[src/rtl/spi_frame_decoder.sv]
// spi_frame_decoder
// Sits behind an SPI byte slave. Synchronizes the chip enable, turns each
// completed byte into a one-cycle byte_done, and parses 2-byte frames
// (command + data) that write or read a small bank of 8-bit registers.
// Optional build macro: SPI_FRAME_ERRCNT_EN adds a saturating frame error
// counter that is read at address 7'h7F and cleared by writing 7'h7F.
module spi_frame_decoder #(
  parameter int         NUM_REGS       = 4,
  parameter logic [7:0] IDLE_BYTE      = 8'hA5,
  parameter int         TIMEOUT_CYCLES = 1000000,
  parameter int         SYNC_STAGES    = 2
) (
  input  logic                  clk,
  input  logic                  reset,
  input  logic                  ce0,
  input  logic [7:0]            data_incoming,
  output logic [7:0]            data_outgoing,
  output logic [8*NUM_REGS-1:0] regs,
  output logic                  wr_strobe,
  output logic [6:0]            wr_addr,
  output logic                  busy,
  output logic                  frame_err
);

  localparam int              CNT_W    = $clog2(TIMEOUT_CYCLES + 1);
  localparam logic [CNT_W-1:0] CNT_LAST = CNT_W'(TIMEOUT_CYCLES - 1);

  typedef enum logic {
    IDLE,
    WAIT_DATA
  } state_t;

  logic [SYNC_STAGES-1:0] sync_q, sync_d;
  logic                   edge_q, edge_d;
  logic                   byte_done;

  state_t                 state_q, state_d;
  logic                   wr_q, wr_d;
  logic [6:0]             addr_q, addr_d;
  logic [7:0]             dout_q, dout_d;
  logic [8*NUM_REGS-1:0]  regs_q, regs_d;
  logic                   wr_strobe_q, wr_strobe_d;
  logic [6:0]             wr_addr_q, wr_addr_d;
  logic                   frame_err_q, frame_err_d;
  logic [CNT_W-1:0]       cnt_q, cnt_d;

  logic                   cmd_in_range;
  logic                   addr_in_range;
  logic [7:0]             cmd_rd_data;

`ifdef SPI_FRAME_ERRCNT_EN
  logic [7:0]             errcnt_q, errcnt_d;
  logic                   errcnt_clr;
`endif

  // Synchronizer chain for ce0 plus one extra stage for rising-edge detect
  always_comb begin
    sync_d    = {sync_q[SYNC_STAGES-2:0], ce0};
    edge_d    = sync_q[SYNC_STAGES-1];
    byte_done = sync_q[SYNC_STAGES-1] & ~edge_q;
  end

  // Address decode and register read mux for the incoming command byte
  always_comb begin
    cmd_in_range  = int'(data_incoming[6:0]) < NUM_REGS;
    addr_in_range = int'(addr_q) < NUM_REGS;
    cmd_rd_data   = 8'h00;
    for (int i = 0; i < NUM_REGS; i++) begin
      if (int'(data_incoming[6:0]) == i) begin
        cmd_rd_data = regs_q[8*i +: 8];
      end
    end
  end

  // Frame FSM: next state, register writes, outgoing byte and pulses
  always_comb begin
    state_d     = state_q;
    wr_d        = wr_q;
    addr_d      = addr_q;
    dout_d      = dout_q;
    regs_d      = regs_q;
    wr_strobe_d = 1'b0;
    wr_addr_d   = wr_addr_q;
    frame_err_d = 1'b0;
    cnt_d       = cnt_q;
`ifdef SPI_FRAME_ERRCNT_EN
    errcnt_clr  = 1'b0;
`endif
    case (state_q)
      IDLE: begin
        if (byte_done) begin
          wr_d   = data_incoming[7];
          addr_d = data_incoming[6:0];
          dout_d = cmd_in_range ? cmd_rd_data : 8'h00;
`ifdef SPI_FRAME_ERRCNT_EN
          if (!data_incoming[7] && (data_incoming[6:0] == 7'h7F)) begin
            dout_d = errcnt_q;
          end
`endif
          cnt_d   = '0;
          state_d = WAIT_DATA;
        end
      end
      WAIT_DATA: begin
        if (byte_done) begin
          if (addr_in_range) begin
            if (wr_q) begin
              for (int i = 0; i < NUM_REGS; i++) begin
                if (int'(addr_q) == i) begin
                  regs_d[8*i +: 8] = data_incoming;
                end
              end
              wr_strobe_d = 1'b1;
              wr_addr_d   = addr_q;
            end
`ifdef SPI_FRAME_ERRCNT_EN
          end else if (addr_q == 7'h7F) begin
            errcnt_clr = wr_q;
`endif
          end else begin
            frame_err_d = 1'b1;
          end
          dout_d  = IDLE_BYTE;
          cnt_d   = '0;
          state_d = IDLE;
        end else if (cnt_q == CNT_LAST) begin
          frame_err_d = 1'b1;
          dout_d      = IDLE_BYTE;
          cnt_d       = '0;
          state_d     = IDLE;
        end else begin
          cnt_d = cnt_q + CNT_W'(1);
        end
      end
      default: begin
        state_d = IDLE;
      end
    endcase
  end

  // State and datapath registers; synchronizer resets high so no false edge
  always_ff @(posedge clk) begin
    if (reset) begin
      sync_q      <= '1;
      edge_q      <= 1'b1;
      state_q     <= IDLE;
      wr_q        <= 1'b0;
      addr_q      <= '0;
      dout_q      <= IDLE_BYTE;
      regs_q      <= '0;
      wr_strobe_q <= 1'b0;
      wr_addr_q   <= '0;
      frame_err_q <= 1'b0;
      cnt_q       <= '0;
    end else begin
      sync_q      <= sync_d;
      edge_q      <= edge_d;
      state_q     <= state_d;
      wr_q        <= wr_d;
      addr_q      <= addr_d;
      dout_q      <= dout_d;
      regs_q      <= regs_d;
      wr_strobe_q <= wr_strobe_d;
      wr_addr_q   <= wr_addr_d;
      frame_err_q <= frame_err_d;
      cnt_q       <= cnt_d;
    end
  end

`ifdef SPI_FRAME_ERRCNT_EN
  // Saturating error counter, bumped by every frame_err pulse
  always_comb begin
    errcnt_d = errcnt_q;
    if (errcnt_clr) begin
      errcnt_d = 8'h00;
    end else if (frame_err_d && (errcnt_q != 8'hFF)) begin
      errcnt_d = errcnt_q + 8'h01;
    end
  end

  // Error counter register
  always_ff @(posedge clk) begin
    if (reset) begin
      errcnt_q <= 8'h00;
    end else begin
      errcnt_q <= errcnt_d;
    end
  end
`endif

  assign data_outgoing = dout_q;
  assign regs          = regs_q;
  assign wr_strobe     = wr_strobe_q;
  assign wr_addr       = wr_addr_q;
  assign busy          = (state_q == WAIT_DATA);
  assign frame_err     = frame_err_q;

endmodule

[config.mk]
export PLATFORM = sky130hd
export DESIGN_NAME = spi_frame_decoder
export DESIGN_NICKNAME = d
export VERILOG_FILES = /design/src/rtl/spi_frame_decoder.sv
export SDC_FILE = /design/constraint.sdc
export NUM_CORES = 1
export LEC_CHECK = 0
export CAP_MARGIN = 20
export CORE_MARGIN = 1.5
export CORE_UTILIZATION = 32
export CTS_CLUSTER_SIZE = 16
export DETAILED_ROUTE_END_ITERATION = 16
export GPL_TIMING_DRIVEN = 1
export MAX_ROUTING_LAYER = met4
export PLACE_DENSITY = 0.53
export SYNTH_ARGS = -nofsm -noshare
export SYNTH_HDL_FRONTEND = slang
export SYNTH_SLANG_ARGS = --single-unit
[constraint.sdc]
create_clock -name clk -period 2.3 [get_ports clk]
set_clock_uncertainty 0.15 [all_clocks]
set_input_delay 0.345 -clock clk [delete_from_list [all_inputs] [get_ports clk]]
set_output_delay 0.345 -clock clk [all_outputs]
set_load 0.005 [all_outputs]
==> results.cfg, run 1 <==
[run_status]
status = finished, final reports clean

[worst_setup_path]
worstPathCellList = or4_4 > or4_4 > nor3b_4 > buf_6 > mux2i_1 > nor2_1
r2r_start = addr_q[2]$_SDFFE_PP0P_
arrival_ps = 2350
crit_buf_inv = 1
cp_top_family = simple AND/OR/NAND/NOR gates
critPathRequiredTime_ps = 2390
cp-end-kind = flop
cp-start-kind = flop
max_stage_delay_ps = 530
path_class = reg2reg
critPathMostFrequentCell = or4_4
cp_slowest_cell = or4_4
crit_path_start = addr_q[2]$_SDFFE_PP0P_
cp_max_fo = 8
rrSetupSlack_ps = 30

[die]
fp.dieH_um = 104
core_mm2 = 0.00986
die_w_um = 104
die_area_mm2 = 0.0109
pin_count = 61
start_util_pct = 33.4
rows = 36

[place]
placed_cells = 546
place_hpwl_mm = 6.10
numPortBuffers = 60
dp_slack_ps = 4.52
routabilityCongestion = 0.770
placed_area_mm2 = 0.00419

[grt]
grt.total_usage_pct = 16.8
grt_pass1_vias = 2698
overflow = 0
antenna_found_initial = 0
grt_max_degree = 45
grt_pass1_wl_mm = 14.2

[synthesis]
syn-instance-count = 342
synth_commonest_cells = dfxtp_1 (81), nand2_1 (49), nor2_1 (43)
async_reset_ff_share_pct = 0
synth_ff_type = dfxtp_1
ys_types = 40
yosys-top-cells-area = dfxtp_1 (49%), mux2i_1 (9.7%), nand2_1 (5.6%)
synth_edf_count = 0
yosysSeqAreaShare_pct = 49.2
ys_ff_latch = 81
avgSynthCellArea_um2 = 9.64
synth_top_cell_by_area = dfxtp_1
synth_most_common_cell = dfxtp_1
syn_nets = 354
synth_top_area_share_pct = 49.2
ys_warn_count = 0
synth.cell_area_mm2 = 0.00330

[final_layout]
fin_util_pct = 44.8
nFillCells = 982
antenna_cells = 0
syn2layout_area_growth_pct = 34.0
final_area_mm2 = 0.00442
final_cells = 562
fin_nets = 436
drive_gt1_share_pct = 13.8
seqCellArea_mm2 = 0.00162
multi_input_area_mm2 = 0.00162

[route]
dr.pass1.iters = 4
num_vias = 2751
drt_iter0_drc = 116
via_per_inst = 4.90
routed_wl_mm = 8.48
drtAntennaViolNets = 0
drc = 0
drt-wirelength-per-cell_um = 15.1

[sta]
min_period_ps = 2270
final_hold_viol_count = 0
tightest_slew_ps = 607
finalCritPeriodShare_pct = 98.6
slew_viol_final = 0
rsz0062_at_grt = yes
fmax_mhz = 441
setup_ws_ps = 32.4
relSlewSlack_pct = 59.2
finalSetupViolations = 0

[worst_hold_path]
worstHoldStart = reset
hp-class = in2reg

[power_and_ir_drop]
p_clk_share_pct = 40.6
p_sw_uw = 616
power_uw = 2590
p_comb_share_pct = 4.6
ir_drop_mv = 0.263
switching_share_pct = 23.8
pwr-share-seq_pct = 54.8
p_leak_uw = 0.00154
p_int_uw = 1970
pwr_density_cell_mw_per_mm2 = 586

[clocking]
clkSlewWorstSetupHoldPaths_ps = 90
cts_tree = built
ctsHoldBuffers = 0
clkSinkCount = 81
cts_buffer_depth = 2
clock_latency_ps = 370
htreeDepth = 3
cts_buffers = 9
cts-root-buf = clkbuf_8
cts_setup_buffers = 0

[flow_run]
cap_violations = 0
registers in the layout, summed over array words and instances (netlist names):
register / count
regs: 32
addr_q: 7
wr_addr: 7
busy: 1
wr_q: 1
cnt_q: 20
sync_q: 2
wr_strobe: 1
edge_q: 1
frame_err: 1
data_outgoing: 8
path summary, 6_finish.rpt:
kind / end / cells past startpoint
max: regs[12]$_SDFFE_PP0P_ / 6
max reg2reg: regs[12]$_SDFFE_PP0P_ / 6
min: wr_addr[1]$_SDFFE_PP0P_ / 2
min reg2reg: sync_q[1]$_SDFF_PP1_ / 1
placed cells by master (no fill, tap or decap), types with 2 or more instances in the layout:
cell	synthesis	final
a21oi_1	17	17
a2bb2oi_1	4	4
a32o_1	4	4
and2_1	6	6
and3_1	5	5
and4_1	4	4
buf_4	2	21
buf_6	0	4
clkbuf_8	0	9
clkdlybuf4s50_1	0	59
clkinvlp_4	0	2
dfxtp_1	81	80
inv_1	3	3
mux2i_1	32	32
mux4_2	8	8
nand2_1	49	49
nand2b_1	4	4
nand3_1	12	12
nand4_1	4	4
nor2_1	43	43
nor3_1	3	3
nor4_1	2	2
o21ai_0	10	10
o311ai_0	6	6
or2_2	4	4
or3_1	4	4
or4_1	3	2
or4_4	1	2
xor2_1	5	5
worst register-to-register path, stage by stage (launching register included):
cell	delay, ps
dfxtp_2	330
or4_4	540
or4_4	490
nor3b_4	210
buf_6	180
mux2i_1	200
nor2_1	50
logic make-up after synthesis:
logic type | after synthesis | synth area share [%]
flip-flops | 81 | 49.2
AND/OR/NAND/NOR | 150 | 22.0
multiplexers | 40 | 15.2
buffers and inverters | 17 | 2.24
XOR/XNOR | 6 | 1.59
AO/OA/AOI/OAI | 47 | 9.42
adder cells (fa/ha/maj) | 1 | 0.380
repair_timing:
action                                  CTS  global route
endpoints found under the setup margin    7            25
pin swaps                                 0             2
gates resized for setup                   2             7
per-layer routing:
layer | GRT usage, % | up-vias | wire (um)
met4 | 4.46 | 0 | 89
met1 | 21.8 | 1302 | 4090
li1 | - | 1381 | -
met3 | 4.82 | 10 | 345
met5 | - | - | 0
met2 | 25.7 | 58 | 3950
metrics by stage:
step	TNS (ps)	hold slack, ps
2_1_floorplan	-26.8	239
3_3_place_gp	0	245
3_5_place_dp	0	244
4_1_cts	0	91.9
5_1_grt	-552	114
6_report	0	108
final cells by class:
type,count,area share [%]
sequential,81,36.8
multi-input combinational,244,36.7
timing repair buffer,85,18.1
tap,133,3.77
clock buffer,10,2.89
clock inverter,6,1.53
inverter,3,0.255
power groups by stage:
stage                     clock network, uW  registers, uW  logic (uW)
after floorplan                           0           1450        55.7
after global placement                    0           1450         120
after detailed placement                  0           1450         121
after CTS                              1080           1420         121
after global routing                   1150           1420         131
final                                  1050           1420         120
Note: power is estimated with default switching activity, not from simulation.
==> inputs of run 2 (changes only) <==
CELL_PAD_IN_SITES_DETAIL_PLACEMENT = 2   (was not set)
CELL_PAD_IN_SITES_GLOBAL_PLACEMENT = 2   (was not set)
CORE_MARGIN = 2   (was 1.5)
CORE_UTILIZATION = 29   (was 32)
PLACE_DENSITY = 0.73   (was 0.53)
==> results.cfg, run 2 (synthesis gave the netlist of run 1 again) <==
[run_status]
status = finished, violations left
violations = setup timing

[die]
rows = 38
die_w_um = 111
die_area_mm2 = 0.0122
core_mm2 = 0.0110
pin_count = 61
fp.dieH_um = 111
start_util_pct = 30.0

[clocking]
htreeDepth = 3
cts_buffer_depth = 2
cts_tree = built
clkSlewWorstSetupHoldPaths_ps = 60
cts-root-buf = clkbuf_16
clkSinkCount = 81
cts_buffers = 9
clock_latency_ps = 340

[final_layout]
nFillCells = 1175
final_cells = 570
largest_reg_flops = 32
multi_input_area_mm2 = 0.00164
drive_gt1_share_pct = 14.9
syn2layout_area_growth_pct = 37.8
seqCellArea_mm2 = 0.00162
antenna_cells = 0
final_common_cell = dfxtp_1
fin_nets = 437
final_cell_mix = dfxtp_1 (80), clkdlybuf4s50_1 (59), nand2_1 (48), nor2_1 (43), mux2i_1 (30)
fin_util_pct = 41.3

[power_and_ir_drop]
pwr_density_cell_mw_per_mm2 = 642
ir_drop_mv = 0.336
p_leak_uw = 0.00159

[route]
routed_wl_mm = 10.7
drtAntennaViolNets = 0
num_vias = 2923
dr.pass1.iters = 4
drt-wirelength-per-cell_um = 18.8
drc = 0
drt_iter0_drc = 91
via_per_inst = 5.13

[worst_setup_path]
cp-end-kind = flop
critPathRequiredTime_ps = 2360
arrival_ps = 2370
cp-start-kind = flop
path_class = reg2reg
crit_path_start = addr_q[2]$_SDFFE_PP0P_
r2r_start = addr_q[2]$_SDFFE_PP0P_
cp_max_fo = 8

[grt]
antenna_found_initial = 0
grt_pass1_vias = 3268
grt_pass1_wl_mm = 17.4
grt_max_degree = 48
overflow = 0
grt.total_usage_pct = 18.4

[place]
routabilityCongestion = 0.732
numPortBuffers = 60
dp_slack_ps = -44.0
place_hpwl_mm = 7.84
placed_cells = 553

[worst_hold_path]
hp-class = in2reg
worstHoldStart = reset

[sta]
fmax_mhz = 433
slew_viol_final = 0
finalSetupViolations = 2
setup_ws_ps = -10.8
min_period_ps = 2310
tns_ps = -12.5
tightest_slew_ps = 612
relSlewSlack_pct = 59.1
rsz0062_at_grt = yes
final_hold_viol_count = 0
finalCritPeriodShare_pct = 100

[flow_run]
cap_violations = 0
## run 2: changes by cell type in the layout (fill, tap and decap cells not counted), moves of 2 or more
cell       delta
clkbuf_16     +9
clkbuf_8      -7
buf_4         +2
buf_6         -2
mux2i_1       -2
mux2i_2       +2
## run 2: repair_timing
item	in CTS	in global routing
buffers inserted	0	1
resized for setup	5	6
hold buffers	0	0
endpoints found under the setup margin	24	29
pin swaps	1	1
## run 2: path summary, 6_finish.rpt
path	slack, ps	depth (start not counted)	end
min	120	2	addr_q[6]$_SDFFE_PP0P_
max reg2reg	-10	7	regs[27]$_SDFFE_PP0P_
min reg2reg	280	1	sync_q[1]$_SDFF_PP1_
max	-10	7	regs[27]$_SDFFE_PP0P_
## run 2: per-stage QoR
stage | hold slack [ps] | total power [uW] | instance area (um2)
2_1_floorplan | 239 | 1500 | 3310
3_3_place_gp | 249 | 1570 | 4210
3_5_place_dp | 262 | 1580 | 4210
4_1_cts | 101 | 2950 | 4520
5_1_grt | 134 | 3030 | 4540
6_report | 123 | 2910 | 4540
## run 2: final cells by class
cell class / count / area share (%)
sequential: 81 / 35.7
clock inverter: 3 / 0.524
tap: 140 / 3.86
multi-input combinational: 244 / 36.0
inverter: 3 / 0.248
clock buffer: 13 / 5.73
timing repair buffer: 86 / 17.9
## run 2: where the power goes
part           internal [uW]  switching [uW]  total, uW  leakage, uW
clock network            795             572       1370     0.000132
logic                   56.2            72.3        128     0.000804
registers               1410            7.76       1420     0.000654
## run 2: routing by layer
metal  share of wire [%]  global-route usage [%]
met5                   0                       -
met3                 2.2                    3.40
met1                  43                    20.9
met4                 1.3                    5.58
met2                  53                    33.0
## run 2: worst max-delay path, stage by stage, from the launching register on
cell	delay (ps)
dfxtp_2	320
or4_4	530
buf_4	160
nor4_2	400
nand3_1	160
buf_4	230
mux2i_1	170
nor2_1	60
==> inputs of run 3 (changes only) <==
CAP_MARGIN = not set   (was 20)
CORE_UTILIZATION = 32   (was 29)
PLACE_DENSITY = 0.77   (was 0.73)
clock period = 2.16 ns   (was 2.3 ns; I/O delays follow)
==> results.cfg, run 3 (synthesis gave the netlist of run 1 again) <==
[run_status]
status = finished, violations left
violations = setup timing

[worst_setup_path]
path_class = reg2reg
cp_max_fo = 8
arrival_ps = 2480
cp-start-kind = flop
cp-end-kind = flop
critPathRequiredTime_ps = 2240
crit_path_start = addr_q[2]$_SDFFE_PP0P_
r2r_start = addr_q[2]$_SDFFE_PP0P_

[route]
drt_iter0_drc = 72
num_vias = 2952
drtAntennaViolNets = 0
dr.pass1.iters = 4
drc = 0
via_per_inst = 5.15
drt-wirelength-per-cell_um = 19.5
routed_wl_mm = 11.1

[grt]
grt_pass1_vias = 3275
grt_max_degree = 41
overflow = 0
grt_pass1_wl_mm = 18.0
grt.total_usage_pct = 21.5
antenna_found_initial = 0

[final_layout]
fin_nets = 444
final_cell_mix = dfxtp_1 (80), clkdlybuf4s50_1 (59), nand2_1 (47), nor2_1 (43), mux2i_1 (29)
final_area_mm2 = 0.00461
largest_reg_flops = 32
final_common_cell = dfxtp_1
drive_gt1_share_pct = 17.4
nFillCells = 1086
syn2layout_area_growth_pct = 39.7
antenna_cells = 0

[die]
start_util_pct = 32.5
die_w_um = 105
fp.dieH_um = 105
rows = 37
die_area_mm2 = 0.0111
core_mm2 = 0.0101
pin_count = 61

[sta]
fmax_mhz = 415
rsz0062_at_grt = yes
finalCritPeriodShare_pct = 111
tightest_slew_ps = 556
final_hold_viol_count = 0
setup_ws_ps = -247
relSlewSlack_pct = 62.8
finalSetupViolations = 24
min_period_ps = 2410
slew_viol_final = 0

[clocking]
cts_tree = built
cts-root-buf = clkbuf_8
htreeDepth = 3
clkSlewWorstSetupHoldPaths_ps = 80
cts_buffers = 9
clock_latency_ps = 360
clkSinkCount = 81
cts_buffer_depth = 2

[power_and_ir_drop]
pwr_density_cell_mw_per_mm2 = 634
power_uw = 2920
ir_drop_mv = 0.341
p_leak_uw = 0.00161

[flow_run]
cap_violations = 0

[place]
routabilityCongestion = 0.814
place_hpwl_mm = 8.07
numPortBuffers = 60
placed_area_mm2 = 0.00426

[worst_hold_path]
hp-class = in2reg
worstHoldStart = reset
run 3: final timing paths:
| kind | end | slack (ps) | cells past startpoint |
|---|---|---|---|
| worst max-delay path | regs[5]$_SDFFE_PP0P_ | -250 | 7 |
| worst max register to register | regs[5]$_SDFFE_PP0P_ | -250 | 7 |
| worst min register to register | sync_q[1]$_SDFF_PP1_ | 300 | 1 |
| worst min-delay path | wr_addr[0]$_SDFFE_PP0P_ | 220 | 3 |
run 3: cell type report:
type	instances	area, um2	share of cell area, %
clock inverter	2	60.1	1.30
multi-input combinational	244	1690	36.6
sequential	81	1620	35.2
clock buffer	14	163	3.53
timing repair buffer	93	892	19.4
inverter	3	11.3	0.244
tap	136	170	3.69
run 3: through the flow:
| stage | hold slack, ps | TNS [ps] | instances | util, % | setup WS, ps |
|---|---|---|---|---|---|
| floorplan | 239 | -2220 | 342 | - | -146 |
| global placement | 246 | -1070 | 554 | 42.0 | -77.6 |
| detailed placement | 265 | -3770 | 554 | 42.0 | -209 |
| CTS | 209 | -2740 | 572 | 44.8 | -177 |
| global route | 216 | -6250 | 573 | 45.4 | -346 |
| finish | 216 | -4130 | 573 | 45.4 | -247 |
run 3: worst max-delay path, cell delays in order, from the launching register on:
cell and delay (ps):
dfxtp_2 330, or4_4 540, or4_4 490, buf_12 160, nor3_4 160, buf_12 170
mux2i_1 200, nor2_1 80
run 3: power by group:
part / total [uW] / switching [uW] / leakage (uW) / internal (uW)
Clock: 1270 / 551 / 0.000111 / 717
Sequential: 1510 / 8.88 / 0.000654 / 1500
Combinational: 144 / 80.4 / 0.000847 / 63.2
run 3: metal layers:
layer / global-route usage, % / wire length (um)
met1: 24.5 / 4630
met2: 39.0 / 6090
met3: 3.53 / 257
met4: 5.52 / 168
met5: - / 0
run 3: timing repair:
action,in CTS,in global routing
hold buffers,0,0
pin swaps,2,2
resized for setup,8,11
setup endpoints to repair,36,43
buffers inserted,2,1
